`src/rtl/serial_adder_pkg.sv`:
```
// -----------------------------------------------------------------------------
// serial_adder_pkg
// Shared types and constants for the bit-serial adder controller.
//   sa_state_t   : controller state encoding (IDLE, SHIFT, DONE)
//   SA_WIDTH_DEF : default operand/result width
// -----------------------------------------------------------------------------
package serial_adder_pkg;

    typedef enum logic [1:0] {IDLE, SHIFT, DONE} sa_state_t;

    localparam int unsigned SA_WIDTH_DEF = 8;

endpackage

```
`src/rtl/serial_adder_ctrl_fulladder.sv`:
```
// -----------------------------------------------------------------------------
// fulladder
// One-bit full adder cell shared by the serial adder datapath.
// Ports:
//   A, B, Cin : input bits
//   S         : sum bit
//   Cout      : carry out
// -----------------------------------------------------------------------------
module fulladder (
    input  logic A,
    input  logic B,
    input  logic Cin,
    output logic S,
    output logic Cout
);

    assign S    = A ^ B ^ Cin;
    assign Cout = (A & B) | (A & Cin) | (B & Cin);

endmodule

```
`src/rtl/serial_adder_ctrl.sv`:
```
// -----------------------------------------------------------------------------
// serial_adder_ctrl
// Adds two WIDTH-bit operands LSB first, one bit per clock, through a single
// fulladder instance. Requests arrive on a valid/ready handshake and results
// leave on a second valid/ready handshake. Latency is WIDTH cycles.
//
// Build option: define SERIAL_ADDER_OVF_EN to add the signed-overflow output
// `ovf`; left undefined, the port and its logic are absent.
//
// Ports:
//   clk, rst            : clock, asynchronous active-high reset
//   req_valid/req_ready : request handshake (ready only in IDLE)
//   a, b, cin           : operands, sampled on request acceptance
//   res_valid/res_ready : result handshake (valid only in DONE)
//   sum, cout           : registered result and final carry
//   ovf                 : signed overflow (SERIAL_ADDER_OVF_EN only)
// -----------------------------------------------------------------------------
module serial_adder_ctrl
    import serial_adder_pkg::*;
#(
    parameter int unsigned WIDTH = SA_WIDTH_DEF
) (
    input  logic             clk,
    input  logic             rst,
    input  logic             req_valid,
    output logic             req_ready,
    input  logic [WIDTH-1:0] a,
    input  logic [WIDTH-1:0] b,
    input  logic             cin,
    output logic             res_valid,
    input  logic             res_ready,
    output logic [WIDTH-1:0] sum,
`ifdef SERIAL_ADDER_OVF_EN
    output logic             ovf,
`endif
    output logic             cout
);

    localparam int unsigned    BCW  = $clog2(WIDTH + 1);
    localparam logic [BCW-1:0] LAST = BCW'(WIDTH - 1);

    sa_state_t        r_state;
    logic [WIDTH-1:0] r_a_sh;
    logic [WIDTH-1:0] r_b_sh;
    logic [WIDTH-1:0] r_sum;
    logic             r_carry;
    logic             r_cout;
    logic [BCW-1:0]   r_bit_cnt;
`ifdef SERIAL_ADDER_OVF_EN
    logic             r_ovf;
`endif

    logic             w_fa_s;
    logic             w_fa_cout;
    logic [WIDTH-1:0] w_sum_next;

    fulladder u_fa (
        .A    (r_a_sh[0]),
        .B    (r_b_sh[0]),
        .Cin  (r_carry),
        .S    (w_fa_s),
        .Cout (w_fa_cout)
    );

    // New sum bit enters at the MSB; written this way so WIDTH=1 needs no
    // empty slice.
    always_comb begin
        w_sum_next            = r_sum >> 1;
        w_sum_next[WIDTH-1]   = w_fa_s;
    end

    always_ff @(posedge clk or posedge rst) begin
        if (rst) begin
            r_state   <= IDLE;
            r_a_sh    <= '0;
            r_b_sh    <= '0;
            r_sum     <= '0;
            r_carry   <= 1'b0;
            r_cout    <= 1'b0;
            r_bit_cnt <= '0;
`ifdef SERIAL_ADDER_OVF_EN
            r_ovf     <= 1'b0;
`endif
        end else begin
            case (r_state)
                IDLE: begin
                    if (req_valid) begin
                        r_a_sh    <= a;
                        r_b_sh    <= b;
                        r_carry   <= cin;
                        r_sum     <= '0;
                        r_cout    <= 1'b0;
                        r_bit_cnt <= '0;
`ifdef SERIAL_ADDER_OVF_EN
                        r_ovf     <= 1'b0;
`endif
                        r_state   <= SHIFT;
                    end
                end
                SHIFT: begin
                    r_sum     <= w_sum_next;
                    r_a_sh    <= r_a_sh >> 1;
                    r_b_sh    <= r_b_sh >> 1;
                    r_carry   <= w_fa_cout;
                    r_bit_cnt <= r_bit_cnt + BCW'(1);
                    if (r_bit_cnt == LAST) begin
                        r_cout  <= w_fa_cout;
`ifdef SERIAL_ADDER_OVF_EN
                        // r_carry here is the carry into the MSB
                        r_ovf   <= r_carry ^ w_fa_cout;
`endif
                        r_state <= DONE;
                    end
                end
                DONE: begin
                    if (res_ready) begin
                        r_state <= IDLE;
                    end
                end
                default: r_state <= IDLE;
            endcase
        end
    end

    assign req_ready = (r_state == IDLE);
    assign res_valid = (r_state == DONE);
    assign sum       = r_sum;
    assign cout      = r_cout;
`ifdef SERIAL_ADDER_OVF_EN
    assign ovf       = r_ovf;
`endif

endmodule

```
`config.mk`:
```
export PLATFORM = sky130hd
export DESIGN_NAME = serial_adder_ctrl
export DESIGN_NICKNAME = d
export VERILOG_FILES = /design/src/rtl/serial_adder_pkg.sv /design/src/rtl/serial_adder_ctrl_fulladder.sv /design/src/rtl/serial_adder_ctrl.sv
export SDC_FILE = /design/constraint.sdc
export NUM_CORES = 1
export LEC_CHECK = 0
export ABC_AREA = 1
export BUFFER_PORTS_ARGS = -buffer_cell sky130_fd_sc_hd__buf_2
export CAP_MARGIN = 30
export CORE_MARGIN = 3
export CORE_UTILIZATION = 35
export CTS_CLUSTER_SIZE = 10
export DETAILED_ROUTE_END_ITERATION = 10
export PLACE_DENSITY_LB_ADDON = 0.05
export SLEW_MARGIN = 20
export SYNTH_ARGS = -nofsm -noshare
export SYNTH_HDL_FRONTEND = slang
export SYNTH_SLANG_ARGS = --single-unit
```
`constraint.sdc`:
```
create_clock -name clk -period 1.45 [get_ports clk]
set_input_delay 0.0725 -clock clk [delete_from_list [all_inputs] [get_ports clk]]
set_output_delay 0.0725 -clock clk [all_outputs]
set_load 0.01 [all_outputs]
```
==> flow_summary.yaml <==
run_status:
  status: "finished clean"
setup_path:
  cp_data_arrival_time_ps: 1250
  crit_fanout: 5
  crit_path_end_kind: "output port"
  path_buf_inv: 1
  critPathTopFamily: "flip-flops"
  slowest_stage: "dfrtp_1"
  cp-start-kind: "flop"
  worst-setup-path-type: "reg -> out"
  worstPathRequired_ps: 1380
  path_cells: "nor2_1 -> buf_2"
  critPathMaxStageDelay_ps: 470
floorplanning:
  rows: 23
  dieArea_um2: 5230
  chipHeight_um: 72.3
  pin_count: 32
  die_x_um: 72.3
  core-area_um2: 4120
  start_util_pct: 37.4
timing:
  fin_skew_ps: 4.76
  relSlewSlack_pct: 73.0
  finalSetupViolations: 0
  post-route-period-util_pct: 91.2
  period_minus_slack_ps: 1320
  hold-worst-slack_ps: 48.9
  fin_setup_tns_ps: 0
  hold_violations: 0
  max_freq_mhz: 756
  worst_slew_pin_slew_ps: 404
  rsz0062_at_grt: "no"
  finalMaxSlewViolations: 0
clock_tree:
  cts_max_level: 2
  cts_max_path_buffers: 2
  insertion_delay_ps: 280
  cts.sinks: 32
  numCtsBuffers: 5
  cts_tree: "built"
  ctsRootBufferMaster: "clkbuf_8"
  clk_transition_reported_paths_ps: 60
  cts-resized-gates: 0
drt:
  drc: 0
  avgViaCountPerCell: 4.49
  vias: 1256
  post_drt_wl_per_cell_um: 11.6
  ant_nets: 0
  wl_um: 3240
  dr.first_iter.drc_count: 128
  drtPass1Iterations: 3
global_routing:
  grt_pass1_vias: 1227
  grt_pass1_wl_um: 5600
  track_usage_pct: 14.0
  gr-total-overflow: 0
  grt_max_degree: 33
  antenna_found_initial: 0
synth:
  syn_nets: 215
  ys_seq_elements: 32
  yosysTopAreaCell: "dfrtp_1"
  ys_types: 18
  synth_enable_flop_cells: 0
  postSynthCellCount: 192
  yosys-top-cells-area: "dfrtp_1 52%, nand2_1 22%, inv_1 4.6%"
  async_reset_ff_share_pct: 100
  synth_common_cells: "91 x nand2_1, 32 x dfrtp_1, 19 x inv_1, 12 x o21ai_0, 7 x o22ai_1"
  synth_area_um2: 1540
  synth.most_common_cell: "nand2_1"
  synth_top_area_share_pct: 52.1
  yosys_warnings: 0
  synth-main-ff-cell: "dfrtp_1"
  avgSynthCellArea_um2: 8.01
  synth_seq_area_share_pct: 52.1
power:
  combPwrFrac_pct: 42.7
  power_density_nw_per_um2: 2060
  p_sw_mw: 1.52
  p_sw_share_pct: 40.2
  p_int_mw: 2.25
  ir_drop_uv: 648
  clockPowerShare_pct: 18.2
  p_leak_nw: 1.01
  seqPwrFrac_pct: 39.1
final_layout:
  area_growth_pct: 19.0
  final_nets: 252
  fin_util_pct: 44.5
  drive_gt1_share_pct: 20.9
  antenna_cells: 0
run:
  drv_cap: 0
placement:
  place_hpwl_um: 2280
  numPortBuffers: 31
  globalplace.congestion: 0.745
hold_path:
  hp-class: "in -> reg"
==> layer usage <==
metal  up-vias  track usage [%]  wire [µm]
li1        663                -          -
met1       560             18.6       1620
met2        29             20.5       1420
met3         4             4.16        147
met4         0             7.10         51
met5         -                0          0
==> flip-flops by register name, indices dropped and copies added, names as in the netlist <==
| signal | flops |
|---|---|
| r_b_sh | 8 |
| r_a_sh | 8 |
| sum | 8 |
| r_state | 2 |
| r_bit_cnt | 4 |
| cout | 1 |
| r_carry | 1 |
==> stage by stage <==
stage / worst slack [ps] / instances / area, µm² / total power [mW]
after floorplan: 338 / 192 / 1540 / 2.74
after global placement: 245 / 271 / 1730 / 3.08
after detailed placement: 206 / 271 / 1730 / 3.13
after CTS: 102 / 280 / 1830 / 3.85
after global routing: 16.1 / 280 / 1830 / 4.15
final: 127 / 280 / 1830 / 3.77
==> what timing repair did <==
item / CTS / global route
hold buffers: 1 / 0
buffers inserted: 0 / 0
hold endpoints to repair: 32 / 0
==> layout make-up <==
class | count | area [µm²]
clock buffer | 8 | 90.1
fill | 410 | 2290
inverter | 22 | 82.6
multi-input combinational | 131 | 591
sequential | 32 | 801
tap | 50 | 62.6
timing repair buffer | 37 | 203
==> logic make-up (layout without fill, tap and decap cells) <==
kind of cell | count (synthesis) | count (layout) | share of synthesized area, %
adders and majority gates | 2 | 2 | 2.12
DFF | 32 | 32 | 52.1
AOI/OAI and AO/OA | 24 | 24 | 9.11
buffers and inverters | 29 | 67 | 9.52
and+or+nand+nor | 105 | 105 | 27.2
==> cells in the final DEF, fill, tap and decap left out, drive strengths merged <==
cell / netlist / final
dlygate4sd3: 0 / 1
dfrtp: 32 / 32
nand2: 92 / 92
o22ai: 7 / 7
nor2: 7 / 7
nand4: 1 / 1
fa: 1 / 1
clkbuf: 0 / 8
ha: 1 / 1
o21ai: 13 / 13
a21oi: 4 / 4
nand3: 5 / 5
inv: 22 / 22
buf: 7 / 36
==> worst register-to-register path, stage by stage, from the launching register on <==
cell and delay (ps):
dfrtp_1 380, ha_1 200, nand2_1 70, o21ai_0 290, nand2_1 80, nand2_1 60
nand2_1 50
==> worst paths after layout <==
kind,slack [ps],to,startpoint,depth (start not counted)
min reg2reg,480,r_b_sh[4]$_DFFE_PP0P_,r_b_sh[4]$_DFFE_PP0P_,2
min,50,r_a_sh[7]$_DFFE_PP0P_,a[7],3
max in group asynchronous,740,r_a_sh[7]$_DFFE_PP0P_,rst,4
max reg2reg,210,cout$_DFFE_PP0P_,r_bit_cnt[0]$_DFFE_PP0P_,6
max,130,req_ready,r_state[1]$_DFFE_PP0P_,2
min in group asynchronous,420,r_a_sh[4]$_DFFE_PP0P_,rst,4
==> power groups by stage <==
stage / Sequential [mW] / Clock [mW] / Combinational (mW)
after floorplan: 1.51 / 0 / 1.23
after global placement: 1.48 / 0 / 1.60
after detailed placement: 1.49 / 0 / 1.64
after CTS: 1.48 / 0.722 / 1.65
after global routing: 1.52 / 0.773 / 1.87
final: 1.47 / 0.685 / 1.61
Note: power is estimated with default switching activity, not from simulation.
